### config.mk
export PLATFORM = sky130hd
export DESIGN_NAME = tcm_port_ctrl
export DESIGN_NICKNAME = d
export VERILOG_FILES = /design/src/rtl/tcm_ctrl_pkg.sv /design/src/rtl/tcm_resp_fifo.sv /design/src/rtl/tcm_port_ctrl.sv
export SDC_FILE = /design/constraint.sdc
export NUM_CORES = 1
export LEC_CHECK = 0
export CAP_MARGIN = 20
export CORE_UTILIZATION = 29
export DETAILED_ROUTE_END_ITERATION = 8
export GPL_ROUTABILITY_DRIVEN = 0
export MAX_ROUTING_LAYER = met4
export PLACE_DENSITY = 0.51
export SYNTH_ARGS = -nofsm -noshare
export SYNTH_HDL_FRONTEND = slang
export SYNTH_SLANG_ARGS = --single-unit
### constraint.sdc
create_clock -name clk_i -period 4.3 [get_ports clk_i]
set_input_delay 1.29 -clock clk_i [delete_from_list [all_inputs] [get_ports clk_i]]
set_output_delay 1.29 -clock clk_i [all_outputs]
set_load 0.03 [all_outputs]
### src/rtl/tcm_ctrl_pkg.sv
// Shared widths, response entry layout and address range check for the
// TCM port controller.
package tcm_ctrl_pkg;

  localparam int DEF_ADDR_WIDTH = 5;
  localparam int DEF_DATA_WIDTH = 64;
  localparam int DEF_NUM_WMASKS = 8;
  localparam int DEF_TAG_WIDTH  = 4;
  localparam int DEF_RESP_DEPTH = 4;

  typedef struct packed {
    logic [DEF_TAG_WIDTH-1:0]  tag;
    logic                      error;
    logic [DEF_DATA_WIDTH-1:0] data;
  } resp_entry_t;

  // Bits [2:0] select a byte within the word and never affect the range.
  function automatic logic addr_in_range(input logic [31:0] addr,
                                         input int unsigned addr_width);
    return (addr >> (addr_width + 3)) == 32'd0;
  endfunction

endpackage

### src/rtl/tcm_resp_fifo.sv
// Synchronous response FIFO with wrap-around pointers and an occupancy count.
// The head reads as zero while empty.
module tcm_resp_fifo #(
  parameter  int DEPTH = 4,
  parameter  int WIDTH = 69,
  localparam int PTR_W = (DEPTH > 1) ? $clog2(DEPTH) : 1,
  localparam int CNT_W = $clog2(DEPTH + 1)
) (
  input  logic             clk,
  input  logic             rst,
  input  logic             push,
  input  logic [WIDTH-1:0] wdata,
  input  logic             pop,
  output logic [WIDTH-1:0] rdata,
  output logic [CNT_W-1:0] count,
  output logic             full,
  output logic             empty
);

  logic [WIDTH-1:0] mem [DEPTH];
  logic [PTR_W-1:0] wr_ptr;
  logic [PTR_W-1:0] rd_ptr;

  function automatic logic [PTR_W-1:0] next_ptr(input logic [PTR_W-1:0] ptr);
    return (ptr == PTR_W'(DEPTH - 1)) ? '0 : ptr + PTR_W'(1);
  endfunction

  always_ff @(posedge clk) begin
    if (push) mem[wr_ptr] <= wdata;
  end

  // Push and pop on the same edge leave the count unchanged, even when full.
  always_ff @(posedge clk) begin
    if (rst) begin
      wr_ptr <= '0;
      rd_ptr <= '0;
      count  <= '0;
    end else begin
      if (push) wr_ptr <= next_ptr(wr_ptr);
      if (pop)  rd_ptr <= next_ptr(rd_ptr);
      count <= count + CNT_W'(push) - CNT_W'(pop);
    end
  end

  assign empty = (count == '0);
  assign full  = (count == CNT_W'(DEPTH));
  assign rdata = empty ? '0 : mem[rd_ptr];

endmodule

### src/rtl/tcm_port_ctrl.sv
// Front-end for one TCM SRAM port: request decode, one-entry pending stage
// that captures read data after the macro's negedge access, and a credited
// response FIFO.
module tcm_port_ctrl
  import tcm_ctrl_pkg::*;
#(
  parameter int ADDR_WIDTH = DEF_ADDR_WIDTH,
  parameter int DATA_WIDTH = DEF_DATA_WIDTH,
  parameter int NUM_WMASKS = DEF_NUM_WMASKS,
  parameter int TAG_WIDTH  = DEF_TAG_WIDTH,
  parameter int RESP_DEPTH = DEF_RESP_DEPTH
) (
  input  logic                  clk_i,
  input  logic                  rst_i,
  input  logic                  req_valid_i,
  output logic                  req_accept_o,
  input  logic [31:0]           req_addr_i,
  input  logic [NUM_WMASKS-1:0] req_wr_i,
  input  logic [DATA_WIDTH-1:0] req_data_i,
  input  logic [TAG_WIDTH-1:0]  req_tag_i,
  output logic                  resp_valid_o,
  input  logic                  resp_accept_i,
  output logic [DATA_WIDTH-1:0] resp_data_o,
  output logic [TAG_WIDTH-1:0]  resp_tag_o,
  output logic                  resp_error_o,
  output logic                  ram_csb_o,
  output logic                  ram_web_o,
  output logic [NUM_WMASKS-1:0] ram_wmask_o,
  output logic [ADDR_WIDTH-1:0] ram_addr_o,
  output logic [DATA_WIDTH-1:0] ram_din_o,
  input  logic [DATA_WIDTH-1:0] ram_dout_i
);

  localparam int ENTRY_W = TAG_WIDTH + 1 + DATA_WIDTH;
  localparam int CNT_W   = $clog2(RESP_DEPTH + 1);

  logic                 pend_valid;
  logic                 pend_read;
  logic                 pend_error;
  logic [TAG_WIDTH-1:0] pend_tag;

  logic [CNT_W-1:0]     fifo_count;
  logic                 fifo_full;
  logic                 fifo_empty;
  logic                 fifo_push;
  logic                 fifo_pop;
  logic [ENTRY_W-1:0]   fifo_wdata;
  logic [ENTRY_W-1:0]   fifo_rdata;
  logic [CNT_W:0]       credits;

  logic                 in_range;
  logic                 fire;
  logic                 access;

  // Credits cover both the pending stage and the queue, so a push always has room.
  assign credits      = (CNT_W + 1)'(fifo_count) + (CNT_W + 1)'(pend_valid);
  assign req_accept_o = !rst_i && (credits < (CNT_W + 1)'(RESP_DEPTH));

  assign in_range = addr_in_range(req_addr_i, ADDR_WIDTH);
  assign fire     = req_valid_i && req_accept_o;
  assign access   = fire && in_range;

  assign ram_csb_o   = !access;
  assign ram_web_o   = !(access && (|req_wr_i));
  assign ram_addr_o  = req_addr_i[ADDR_WIDTH+2:3];
  assign ram_wmask_o = req_wr_i;
  assign ram_din_o   = req_data_i;

  always_ff @(posedge clk_i) begin
    if (rst_i) begin
      pend_valid <= 1'b0;
      pend_tag   <= '0;
      pend_read  <= 1'b0;
      pend_error <= 1'b0;
    end else begin
      pend_valid <= fire;
      pend_tag   <= req_tag_i;
      pend_read  <= ~|req_wr_i;
      pend_error <= !in_range;
    end
  end

  // ram_dout_i is only valid at this edge; write and error entries never see it.
  assign fifo_push  = pend_valid && (!fifo_full || fifo_pop);
  assign fifo_wdata = {pend_tag, pend_error,
                       (pend_read && !pend_error) ? ram_dout_i : {DATA_WIDTH{1'b0}}};
  assign fifo_pop   = resp_valid_o && resp_accept_i;

  tcm_resp_fifo #(
    .DEPTH (RESP_DEPTH),
    .WIDTH (ENTRY_W)
  ) u_resp_fifo (
    .clk   (clk_i),
    .rst   (rst_i),
    .push  (fifo_push),
    .wdata (fifo_wdata),
    .pop   (fifo_pop),
    .rdata (fifo_rdata),
    .count (fifo_count),
    .full  (fifo_full),
    .empty (fifo_empty)
  );

  assign resp_valid_o = !fifo_empty;
  assign {resp_tag_o, resp_error_o, resp_data_o} = fifo_rdata;

endmodule
== Word level (Yosys, flattened, before mapping) ==
Memories as Yosys holds them, arrays and structs flattened. A register that Yosys moved wholly into a read port is not among the register bits.
Index checks and enable logic that the tools add are counted.

* Magnitude comparators: 1
* Reduce and logical (&&, ||, !) cells: 19
* $add $sub $neg: 5
* Mux-type cells: 8
* Equality and inequality tests: 3

{| class="wikitable"
|+ Operator list
! cell !! number
|-
| two-way mux 69 bit || 1
|-
| two-way mux 64 bit || 1
|-
| logical NOT 32 bit || 1
|-
| logical NOT 1 bit || 8
|-
| two-way mux 2 bit || 4
|-
| OR reduction 8 bit || 1
|-
| logical AND 1 bit || 7
|-
| adder 2 x 1 -> 2 bit, second input constant || 2
|-
| adder 3 x 1 -> 4 bit || 1
|-
| equality test 2 bit, second input constant || 2
|-
| less-than comparator 4 x 3 -> 1 bit, second input constant || 1
|-
| adder 3 x 1 -> 3 bit || 1
|-
| equality test 3 bit, second input constant || 1
|-
| logical NOT 3 bit || 1
|-
| subtractor 3 x 1 -> 3 bit || 1
|-
| two-way mux 1 bit || 2
|-
| logical OR 1 bit || 1
|}

* Input port bits: 176
* Memory bits (writable): 276
* Word-level logic and storage cells: 44
* Memories: 1
* Flip-flop bits (word level): 14
* Output and inout bits: 150

{| class="wikitable"
|+ Memories
! name !! depth !! width !! rd ports !! clocked after Yosys merged registers in !! wr ports !! RTL line !! RTL
|-
| u_resp_fifo.mem || 4 || 69 || 1 || 1 || 1 || tcm_resp_fifo.sv:20 || <nowiki>logic [WIDTH-1:0] mem [DEPTH];</nowiki>
|}

== Logic depth before layout (Yosys ltp) ==
Gate-level depths: netlist (run 1).

* Depth in word-level cells: 7
* Depth in mapped cells: 10
* Mapped depth without buffers: 8

== By module ==
From an unflattened synthesis (run 1), not the netlist that was laid out.

* Cells, all modules: 663
* Area, all modules: 12190.4 um^2

{| class="wikitable"
|+ Modules (own cells, without submodules)
! module !! cells an instance !! area an instance (um^2) !! instances !! seq. area each (um^2)
|-
| tcm_resp_fifo || 482 || 10872.9 || 1 || 8468.1
|-
| tcm_port_ctrl || 181 || 1317.5 || 1 || 140.1
|}

== Least setup slack after synthesis (run 1) ==
OpenSTA, ideal clock, no wires.

* Kind: input -> register
* From: input port resp_accept_i
* To: memory u_resp_fifo.mem[0][0], enable pin
* Path buffers: 0
* Path slack: 0.691 ns
* Required time: 3.865 ns
* Arrival: 3.175 ns
* Stages on the path: 3
* Setup time: 0.435 ns
* Cell sequence: nor4b_2 nor2_1 and2_1

* Word-level cells in the longest chain between the ends: 5

{| class="wikitable"
|+ Ends and longest elaborated chain
! element !! RTL line !! RTL
|-
| start: declaration || tcm_port_ctrl.sv:22 || <nowiki>input logic resp_accept_i,</nowiki>
|-
| logical AND 1 bit || tcm_port_ctrl.sv:87 || <nowiki>assign fifo_pop = resp_valid_o && resp_accept_i;</nowiki>
|-
| logical OR 1 bit || tcm_port_ctrl.sv:84 || <nowiki>assign fifo_push = pend_valid && (!fifo_full || fifo_pop);</nowiki>
|-
| logical AND 1 bit || tcm_port_ctrl.sv:84 ||
|-
| via fifo_push || tcm_port_ctrl.sv:45 || <nowiki>logic fifo_push;</nowiki>
|-
| two-way mux 1 bit || tcm_resp_fifo.sv:29 || <nowiki>if (push) mem[wr_ptr] <= wdata;</nowiki>
|-
| two-way mux 1 bit (not written as such) || tcm_resp_fifo.sv:29 ||
|-
| end: declaration || tcm_resp_fifo.sv:20 ||
|}

The timed path passes the listed nets, and every way through them passes these cells.

== Worst setup path after layout (run 1) ==
* From: input port req_valid_i
* To: output port ram_csb_o

* Word-level cells in the longest chain between the ends: 3

{| class="wikitable"
|+ Ends and longest elaborated chain
! element !! RTL line !! RTL
|-
| start: declaration || tcm_port_ctrl.sv:15 || <nowiki>input logic req_valid_i,</nowiki>
|-
| logical AND 1 bit || tcm_port_ctrl.sv:60 || <nowiki>assign fire = req_valid_i && req_accept_o;</nowiki>
|-
| logical AND 1 bit || tcm_port_ctrl.sv:61 || <nowiki>assign access = fire && in_range;</nowiki>
|-
| logical NOT 1 bit || tcm_port_ctrl.sv:63 || <nowiki>assign ram_csb_o = !access;</nowiki>
|-
| end: declaration || tcm_port_ctrl.sv:26 || <nowiki>output logic ram_csb_o,</nowiki>
|}

Every way passes these cells.

==> impl_metrics.env, run 1 <==
export IMPL_cts_tree="built"
export IMPL_syn_to_final_growth_pct=25.81
export IMPL_yosysMostFrequentCell="edfxtp_1"
export IMPL_fin_crit_sh=0.9828
export IMPL_period_minus_slack_ns=4.226
export IMPL_sw_frac_of_total=0.3123
export IMPL_antenna_found_initial=2
export IMPL_cap_violations=0
export IMPL_critPathLaunchType="primary input"
export IMPL_path_buf_inv=2
export IMPL_synth_edff_count=276
export IMPL_num_fill_cells=3826
export IMPL_final_hold_violation_count=0
export IMPL_initial_core_util=0.2966
export IMPL_fin_skew_ns=0.01929
export IMPL_synth_top_area_frac=0.6783
export IMPL_synthesis_area_um2=12220
export IMPL_clock_latency_ns=0.51
export IMPL_ys_warnings_count=0
export IMPL_drt_iter0_drc=275
export IMPL_ff_latch_area_um2=8616
export IMPL_synth_area_top_cells="edfxtp_1 (68%), mux4_2 (13%), and2_1 (7.0%)"
export IMPL_rows=74
export IMPL_viasPerCell=4.461
export IMPL_use_met1=0.1572
export IMPL_min_path_type="reg2reg"
export IMPL_ios=326
export IMPL_synth_commonest_cells="edfxtp_1 (276), and2_1 (137), buf_4 (77), mux4_2 (69), clkbuf_1 (21)"
export IMPL_cts_buffers=34
export IMPL_overflow=0
export IMPL_avgSynthCellArea_um2=18.18
export IMPL_drive_gt1_frac=0.1778
export IMPL_clk_pin_slew_ns=0.06
export IMPL_crit_fanout=3
export IMPL_clock_path_buffers=3
export IMPL_drt_wl_total_um=27040
export IMPL_grt_pass1_vias=6667
export IMPL_p_total_mw=9.230
export IMPL_cp_data_required_time_ns=3.01
export IMPL_p_leak_nw=5.129
export IMPL_firstDrtPassIters=4
export IMPL_hold_buffers=0
export IMPL_cp_arrival_ns=2.94
export IMPL_slowest_delay_ns=0.48
export IMPL_worst_slew_pin_slew_ns=0.6593
export IMPL_ys_ff_latch=292
export IMPL_status="finished clean"
export IMPL_p_seq_frac=0.361
export IMPL_grt_pass1_wl_um=41170
export IMPL_placed_cells=1300
export IMPL_ant_nets=0
export IMPL_cp_end_kind="output port"
export IMPL_multi_input_area_um2=2858
export IMPL_wl_per_cell_um=19.87
export IMPL_dieWidth_um=207.3
export IMPL_io_buffers=184
export IMPL_drcViolationCount=0
export IMPL_ir_worst_vdd_v=0.0003245
export IMPL_setup_viol=0
export IMPL_worstSetupPathType="in2out"
export IMPL_cts_setup_buffers=0
export IMPL_internal_power_mw=6.348
export IMPL_root_buffer="clkbuf_16"
export IMPL_drv_slew=0
export IMPL_yosysSeqAreaShare=0.7045
export IMPL_grt_max_degree=42
export IMPL_synth_nets=856
export IMPL_clock_sinks=292
export IMPL_vias=6071
export IMPL_ys_types=35
export IMPL_yosys_area_top_type="edfxtp_1"
export IMPL_path_delay_family="buffers and inverters"
export IMPL_final_nets=988
export IMPL_grtUsageTotal=0.1313
export IMPL_synthArstFlopShare=0
export IMPL_worstPathCellList="clkdlybuf4s50_1, or3b_2, o22ai_1, nand3_1, dlygate4sd2_1"
export IMPL_rsz0062_at_grt="false"
export IMPL_syn_inst=672
export IMPL_ys_flop_type="edfxtp_1"
export IMPL_slowest_stage="clkdlybuf4s50_1"
export IMPL_max_freq_ghz=0.2366
export IMPL_relSlewSlack=0.5595
export IMPL_power_density_cell_area_nw_per_um2=600.4
export IMPL_use_met3=0.03994
export IMPL_die_height_um=207.3
export IMPL_dieArea_um2=42960
export IMPL_grt_util_met2=0.2105
export IMPL_finalNonFillerCells=1361
export IMPL_cts_htree_levels=2
export IMPL_cts_resized=2
export IMPL_clockPowerShare=0.299
export IMPL_place_hpwl_um=16790
export IMPL_grt_most_used_layer="met2"
export IMPL_netSwitchingPower_mw=2.882
export IMPL_p_comb_frac=0.340
export IMPL_core_region_area_um2=41200
## state kept, by name, indices dropped and copies added (netlist names), named ones only
name                flops
pend_valid              1
u_resp_fifo.wr_ptr      2
u_resp_fifo.rd_ptr      2
u_resp_fifo.mem       276
pend_error              1
pend_tag                4
u_resp_fifo.count       3
pend_read               1
## layout make-up
class | instances | share of cell area
inverters | 5 | 0.001221
diodes | 2 | 0.0003255
repair buffers | 206 | 0.1393
clock buffers | 44 | 0.05917
multi-input cells | 265 | 0.1859
clock inverters | 15 | 0.01034
well taps | 532 | 0.04330
flip-flops and latches | 292 | 0.5604
## power groups by stage
| stage | Sequential (mW) | Clock, mW | Combinational (mW) |
|---|---|---|---|
| after floorplan | 3.34 | 0 | 2.03 |
| after global routing | 3.35 | 2.96 | 3.34 |
| final | 3.33 | 2.76 | 3.13 |
| after global placement | 3.39 | 0 | 3.23 |
| after detailed placement | 3.40 | 0 | 3.22 |
| after CTS | 3.34 | 2.86 | 3.23 |
## cell families after synthesis
family | after synthesis | synth area share
compound gates | 12 | 0.006144
buf+inv | 115 | 0.06318
simple gates | 174 | 0.08868
fa+ha+maj | 8 | 0.008806
xor+xnor | 1 | 0.0007169
mux | 70 | 0.1280
flops | 292 | 0.7045
## stage by stage
| stage | area [um2] | setup WS, ns | TNS [ns] | hold WS, ns | utilization |
|---|---|---|---|---|---|
| after CTS | 15370 | 0.07328 | 0 | 0.4894 | 0.3730 |
| after global routing | 15370 | 0.01294 | 0 | 0.5043 | 0.3731 |
| after detailed placement | 14300 | -0.1781 | -0.3472 | 0.4748 | 0.3471 |
| after global placement | 14300 | -0.1799 | -0.3329 | 0.4548 | 0.3471 |
| final | 15370 | 0.07380 | 0 | 0.4885 | 0.3731 |
| after floorplan | 12220 | 0.6908 | 0 | 0.4383 | - |
## cells in the final DEF, fill, tap and decap left out, types with 2 or more instances in the layout
cell type,netlist,final
clkbuf_16,0,35
nand2_1,3,3
and2_4,0,4
buf_12,2,11
nor2b_1,6,5
mux4_2,69,69
clkbuf_1,21,9
clkinv_1,0,4
inv_6,0,2
diode_2,0,2
clkinv_2,0,4
o21ai_0,2,2
dlygate4sd2_1,0,2
a21oi_1,5,5
and2_1,137,133
clkdlybuf4s50_1,0,182
nand3b_1,2,2
edfxtp_1,276,276
ha_1,7,7
dfxtp_4,0,2
dfxtp_1,16,14
nor2_1,8,8
nor4_1,6,6
or4_1,3,3
buf_4,77,11
inv_1,5,5
bufinv_16,0,3
## worst register-to-register path, stage by stage (launching register included)
cell	delay (ns)
dfxtp_1	0.47
or3_2	0.51
buf_12	0.25
nor3b_1	0.33
a21o_1	0.13
ha_1	0.14
inv_1	0.05
fa_1	0.40
xnor2_1	0.16
nor2_1	0.05
## path summary, 6_finish.rpt
| path | slack, ns | startpoint | endpoint | cells after the start |
|---|---|---|---|---|
| worst max register to register | 1.69 | u_resp_fifo.count[0]$_SDFF_PP0_ | u_resp_fifo.count[2]$_SDFF_PP0_ | 9 |
| worst min register to register | 0.49 | pend_tag[2]$_SDFF_PP0_ | u_resp_fifo.mem[3][67]$_DFFE_PP_ | 0 |
| worst max-delay path | 0.07 | req_valid_i | ram_csb_o | 5 |
| worst min-delay path | 0.49 | pend_tag[2]$_SDFF_PP0_ | u_resp_fifo.mem[3][67]$_DFFE_PP_ | 0 |
## per-layer routing
layer  wire length [um]  vias up
met3               1604       54
met2              13250      188
met1              11480     3075
met5                  0        -
li1                   -     2754
met4                705        0
No activity file was read; power rests on OpenSTA's default activity.
==> run 2, diff against run 1 <==
==> constraint.sdc (replaced) <==
create_clock -name clk_i -period 5.2 [get_ports clk_i]
set_input_delay 1.56 -clock clk_i [delete_from_list [all_inputs] [get_ports clk_i]]
set_output_delay 1.56 -clock clk_i [all_outputs]
set_load 0.03 [all_outputs]
==> impl_metrics.env, run 2 (synthesized netlist as in run 1, its figures left out) <==
export IMPL_status="finished clean"
export IMPL_slowest_stage="clkdlybuf4s50_1"
export IMPL_clock_latency_ns=0.52
export IMPL_final_nets=977
export IMPL_netSwitchingPower_mw=2.380
export IMPL_cts_tree="built"
export IMPL_use_met3=0.03404
export IMPL_place_ws_ns=0.1708
export IMPL_multi_input_area_um2=2858
export IMPL_clock_path_buffers=3
export IMPL_firstDrtPassIters=5
export IMPL_worstPathCellList="clkdlybuf4s50_1, or3b_2, o22ai_1, nand3_1, clkdlybuf4s50_1"
export IMPL_p_comb_frac=0.336
export IMPL_overflow=0
export IMPL_place_hpwl_um=15610
export IMPL_rrSetupSlack_ns=2.67
export IMPL_die_height_um=207.3
export IMPL_io_buffers=184
export IMPL_antenna_found_initial=0
export IMPL_cap_violations=0
export IMPL_grt_max_degree=64
export IMPL_grt_most_used_layer="met2"
export IMPL_antenna_diode_count=0
export IMPL_use_met1=0.1552
export IMPL_power_density_cell_area_nw_per_um2=498.5
export IMPL_cp_arrival_ns=3.47
export IMPL_relSlewSlack=0.5658
export IMPL_p_leak_nw=5.067
export IMPL_drcViolationCount=0
export IMPL_cp_data_required_time_ns=3.64
export IMPL_drv_slew=0
export IMPL_largestRegisters="u_resp_fifo.mem x276, pend_tag x4, u_resp_fifo.count x3"
export IMPL_largest_register_ffs=276
export IMPL_setup_viol=0
export IMPL_holdWs_ns=0.4960
export IMPL_max_freq_ghz=0.1990
export IMPL_grt_pass1_vias=6730
export IMPL_final_common_cell="edfxtp_1"
export IMPL_regMostFlops="u_resp_fifo.mem"
export IMPL_core_region_area_um2=41200
export IMPL_grt_util_met2=0.2139
export IMPL_finalSetupTns_ns=0
export IMPL_dieArea_um2=42960
export IMPL_clockPowerShare=0.304
export IMPL_critPathLaunchType="primary input"
export IMPL_critical_path_startpoint="rst_i"
export IMPL_ios=326
export IMPL_final_hold_violation_count=0
export IMPL_internal_power_mw=5.226
export IMPL_cts_htree_levels=2
export IMPL_rsz0062_at_grt="false"
export IMPL_min_path_type="reg2reg"
export IMPL_p_seq_frac=0.360
export IMPL_initial_core_util=0.2966
export IMPL_slowest_delay_ns=0.62
export IMPL_timing_rr_start="u_resp_fifo.count[1]$_SDFF_PP0_"
export IMPL_root_buffer="clkbuf_16"
export IMPL_drive_gt1_frac=0.1652
export IMPL_setup_ws_ns=0.1740
export IMPL_cts_resized=0
export IMPL_ff_latch_area_um2=8616
export IMPL_hold_buffers=0
export IMPL_fin_crit_sh=0.9665
export IMPL_num_fill_cells=3834
export IMPL_drt_iter0_drc=195
export IMPL_p_total_mw=7.606
export IMPL_cp_end_kind="output port"
export IMPL_ant_nets=0
export IMPL_viasPerCell=4.506
export IMPL_reg2regPathDepth=8
export IMPL_grtUsageTotal=0.1291
export IMPL_sw_frac_of_total=0.3129
export IMPL_crit_fanout=3
export IMPL_wl_per_cell_um=19.66
export IMPL_cts_setup_buffers=0
export IMPL_worstSetupPathType="in2out"
export IMPL_drt_wl_total_um=26520
export IMPL_clk_pin_slew_ns=0.06
export IMPL_cp_endpoint="ram_csb_o"
export IMPL_syn_to_final_growth_pct=24.86
export IMPL_fin_skew_ns=0.02801
export IMPL_clock_sinks=292
export IMPL_rr_endpoint="u_resp_fifo.count[2]$_SDFF_PP0_"
export IMPL_cts_buffers=34
export IMPL_ir_worst_vdd_v=0.0002980
export IMPL_mostFrequentLayoutCells="edfxtp_1 (276), clkdlybuf4s50_1 (184), and2_1 (133)"
export IMPL_cp_common_cell="clkdlybuf4s50_1"
export IMPL_period_minus_slack_ns=5.026
export IMPL_rows=74
export IMPL_vias=6079
export IMPL_dieWidth_um=207.3
export IMPL_worst_slew_pin_slew_ns=0.6499
export IMPL_grt_pass1_wl_um=40850
run 2: cell count changes in the layout (fill, tap and decap cells not counted), moves of 2 or more:
| cell | change |
|---|---|
| buf_12 | -4 |
| buf_4 | -7 |
| clkbuf_1 | -2 |
| clkdlybuf4s50_1 | +2 |
| clkinv_1 | +4 |
| clkinv_2 | -2 |
| diode_2 | -2 |
| dlygate4sd2_1 | -2 |
run 2: final cells by class:
type / count / share of cell area
Inverter: 5 / 0.001230
Clock inverter: 19 / 0.01378
Tap cell: 532 / 0.04363
Timing Repair Buffer: 195 / 0.1319
Clock buffer: 41 / 0.05749
Sequential cell: 292 / 0.5647
Multi-Input combinational cell: 265 / 0.1873
run 2: worst min path at each step:
stage                           startpoint                          endpoint  slack (ns)  depth (start not counted)
floorplan           pend_tag[0]$_SDFF_PP0_  u_resp_fifo.mem[0][65]$_DFFE_PP_        0.44                          0
global placement    pend_tag[2]$_SDFF_PP0_  u_resp_fifo.mem[0][67]$_DFFE_PP_        0.47                          0
detailed placement  pend_tag[2]$_SDFF_PP0_  u_resp_fifo.mem[0][67]$_DFFE_PP_        0.48                          0
CTS                 pend_tag[2]$_SDFF_PP0_  u_resp_fifo.mem[3][67]$_DFFE_PP_        0.49                          0
global route        pend_tag[2]$_SDFF_PP0_  u_resp_fifo.mem[3][67]$_DFFE_PP_        0.52                          0
finish              pend_tag[2]$_SDFF_PP0_  u_resp_fifo.mem[3][67]$_DFFE_PP_        0.50                          0
run 2: power groups by stage:
stage	registers (mW)	logic, mW	clock network (mW)
6_report	2.74	2.55	2.31
2_1_floorplan	2.76	1.68	0
4_1_cts	2.74	2.62	2.39
3_3_place_gp	2.79	2.62	0
5_1_grt	2.76	2.72	2.47
3_5_place_dp	2.79	2.61	0
run 2: critical path: cells and delay by family:
family	cells	cell delay, ns
AO/OA/AOI/OAI	1	0.22
AND/OR/NAND/NOR	2	0.59
buffers and inverters	2	1.09
run 2: metrics by stage:
step / instance area (um2) / util / std cells
2_1_floorplan: 12220 / - / 672
3_3_place_gp: 14170 / 0.3439 / 1289
3_5_place_dp: 14170 / 0.3439 / 1289
4_1_cts: 15260 / 0.3703 / 1349
5_1_grt: 15260 / 0.3703 / 1349
6_report: 15260 / 0.3703 / 1349
run 2: layer usage:
layer  up-vias  part of all wire
met4         0             0.018
met2       198              0.50
met5         -                 0
li1       2727                 -
met1      3104              0.43
met3        50             0.049
==> run 3, diff against run 2 <==
--- a/config.mk
+++ b/config.mk
@@ -7,8 +7,10 @@
 export LEC_CHECK = 0
 export CAP_MARGIN = 20
 export CORE_UTILIZATION = 29
+export CTS_BUF_LIST = sky130_fd_sc_hd__clkbuf_4 sky130_fd_sc_hd__clkbuf_8 sky130_fd_sc_hd__clkbuf_16
 export DETAILED_ROUTE_END_ITERATION = 8
 export GPL_ROUTABILITY_DRIVEN = 0
+export GPL_TIMING_DRIVEN = 0
 export MAX_ROUTING_LAYER = met4
 export PLACE_DENSITY = 0.51
 export SYNTH_ARGS = -nofsm -noshare
==> impl_metrics.env, run 3 (synthesized netlist as in run 1, its figures left out) <==
export IMPL_status="finished clean"
export IMPL_place_hpwl_um=18360
export IMPL_max_freq_ghz=0.2018
export IMPL_fin_crit_sh=0.9532
export IMPL_ir_worst_vdd_v=0.0002686
export IMPL_rows=74
export IMPL_ios=326
export IMPL_mostFrequentLayoutCells="edfxtp_1 (276), clkdlybuf4s50_1 (251), and2_1 (133)"
export IMPL_grtUsageTotal=0.1361
export IMPL_drt_wl_total_um=28560
export IMPL_core_region_area_um2=41200
export IMPL_final_hold_violation_count=0
export IMPL_ff_latch_area_um2=8608
export IMPL_critPathLaunchType="primary input"
export IMPL_setup_viol=0
export IMPL_final_area_um2=16470
export IMPL_path_delay_family="buffers and inverters"
export IMPL_num_fill_cells=3750
export IMPL_placed_cells=1461
export IMPL_crit_fanout=10
export IMPL_p_total_mw=7.557
export IMPL_clock_latency_ns=0.57
export IMPL_grt_max_degree=50
export IMPL_hold_buffers=0
export IMPL_final_nets=1146
export IMPL_postLayoutCoreUtil=0.3998
export IMPL_cp_arrival_ns=3.40
export IMPL_path_buf_inv=3
export IMPL_grt_pass1_vias=7187
export IMPL_overflow=0
export IMPL_worst_slew_pin_slew_ns=0.9297
export IMPL_firstDrtPassIters=4
export IMPL_dieArea_um2=42960
export IMPL_drv_slew=0
export IMPL_regMostFlops="u_resp_fifo.mem"
export IMPL_rsz0062_at_grt="false"
export IMPL_fin_skew_ns=0.01378
export IMPL_min_path_type="reg2reg"
export IMPL_cts_htree_levels=1
export IMPL_initial_core_util=0.2966
export IMPL_vias=6626
export IMPL_ant_nets=0
export IMPL_clock_path_buffers=3
export IMPL_drt_iter0_drc=264
export IMPL_dieWidth_um=207.3
export IMPL_drcViolationCount=0
export IMPL_finalNonFillerCells=1514
export IMPL_p_leak_nw=5.713
export IMPL_syn_to_final_growth_pct=34.79
export IMPL_relSlewSlack=0.3802
export IMPL_slowest_delay_ns=0.69
export IMPL_worstSetupPathType="in2out"
export IMPL_antenna_found_initial=0
export IMPL_largestRegisters="u_resp_fifo.mem x276, pend_tag x4, u_resp_fifo.count x3"
export IMPL_root_buffer="clkbuf_16"
export IMPL_period_minus_slack_ns=4.956
export IMPL_slowest_stage="clkdlybuf4s50_1"
export IMPL_multi_input_area_um2=2849
export IMPL_io_buffers=253
export IMPL_antenna_diode_count=0
export IMPL_die_height_um=207.3
export IMPL_postPlaceCellArea_um2=15540
export IMPL_clk_pin_slew_ns=0.06
export IMPL_worstPathCellList="clkdlybuf4s50_1, clkbuf_1, nor2_1, clkdlybuf4s50_1"
export IMPL_clock_sinks=292
export IMPL_cp_common_cell="clkdlybuf4s50_1"
export IMPL_cp_data_required_time_ns=3.64
export IMPL_cts_buffers=31
export IMPL_power_density_cell_area_nw_per_um2=458.8
export IMPL_final_common_cell="edfxtp_1"
export IMPL_cts_setup_buffers=0
export IMPL_cts_resized=2
export IMPL_wl_per_cell_um=18.87
export IMPL_drive_gt1_frac=0.2189
export IMPL_cts_tree="built"
export IMPL_viasPerCell=4.376
export IMPL_grt_pass1_wl_um=43430
export IMPL_cap_violations=0
export IMPL_cp_end_kind="output port"
export IMPL_largest_register_ffs=276
## run 3: cell types whose count changed in the layout (fill, tap and decap cells not counted), moves of 3 or more
| cell | previous run | this run |
|---|---|---|
| clkbuf_4 | 0 | 7 |
| clkbuf_1 | 7 | 21 |
| clkinv_2 | 2 | 7 |
| buf_2 | 0 | 9 |
| clkbuf_16 | 34 | 31 |
| bufinv_16 | 4 | 1 |
| buf_4 | 4 | 77 |
| buf_16 | 0 | 4 |
| buf_12 | 7 | 2 |
| clkdlybuf4s50_1 | 184 | 251 |
## run 3: where the power goes
| group | internal, mW | total, mW | switching (mW) |
|---|---|---|---|
| Clock | 1.17 | 2.05 | 0.880 |
| Combinational | 1.24 | 2.79 | 1.54 |
| Sequential | 2.68 | 2.72 | 0.0425 |
| Total | 5.09 | 7.56 | 2.47 |
## run 3: cell type report
cell class                      count  share of cell area
Sequential cell                   292              0.5226
Multi-Input combinational cell    265              0.1730
Timing Repair Buffer              257              0.1603
Clock buffer                       38             0.05029
Buffer                            110             0.04573
Tap cell                          532             0.04041
Clock inverter                     15            0.006533
Inverter                            5            0.001139
## run 3: path summary, 6_finish.rpt
check,start,end,slack [ns],cells after the start
worst max-delay path,rst_i,req_accept_o,0.24,4
worst min-delay path,pend_tag[3]$_SDFF_PP0_,u_resp_fifo.mem[0][68]$_DFFE_PP_,0.48,0
worst max register to register,u_resp_fifo.count[1]$_SDFF_PP0_,u_resp_fifo.count[2]$_SDFF_PP0_,2.61,9
worst min register to register,pend_tag[3]$_SDFF_PP0_,u_resp_fifo.mem[0][68]$_DFFE_PP_,0.48,0
## run 3: through the flow
stage | worst slack [ns] | setup TNS [ns] | hold slack, ns
finish | 0.2436 | 0 | 0.4778
global route | 0.07601 | 0 | 0.4995
CTS | 0.2062 | 0 | 0.4852
detailed placement | -0.04433 | -0.06925 | 0.4741
global placement | -0.9880 | -250.40 | 0.4654
floorplan | 1.073 | 0 | 0.4383
## run 3: per-layer routing
metal,vias up,global-route usage,part of all wire
met5,-,-,0
met4,0,0.02779,0.021
met3,35,0.02073,0.037
met2,171,0.2359,0.51
met1,3356,0.1687,0.43
li1,3064,-,-
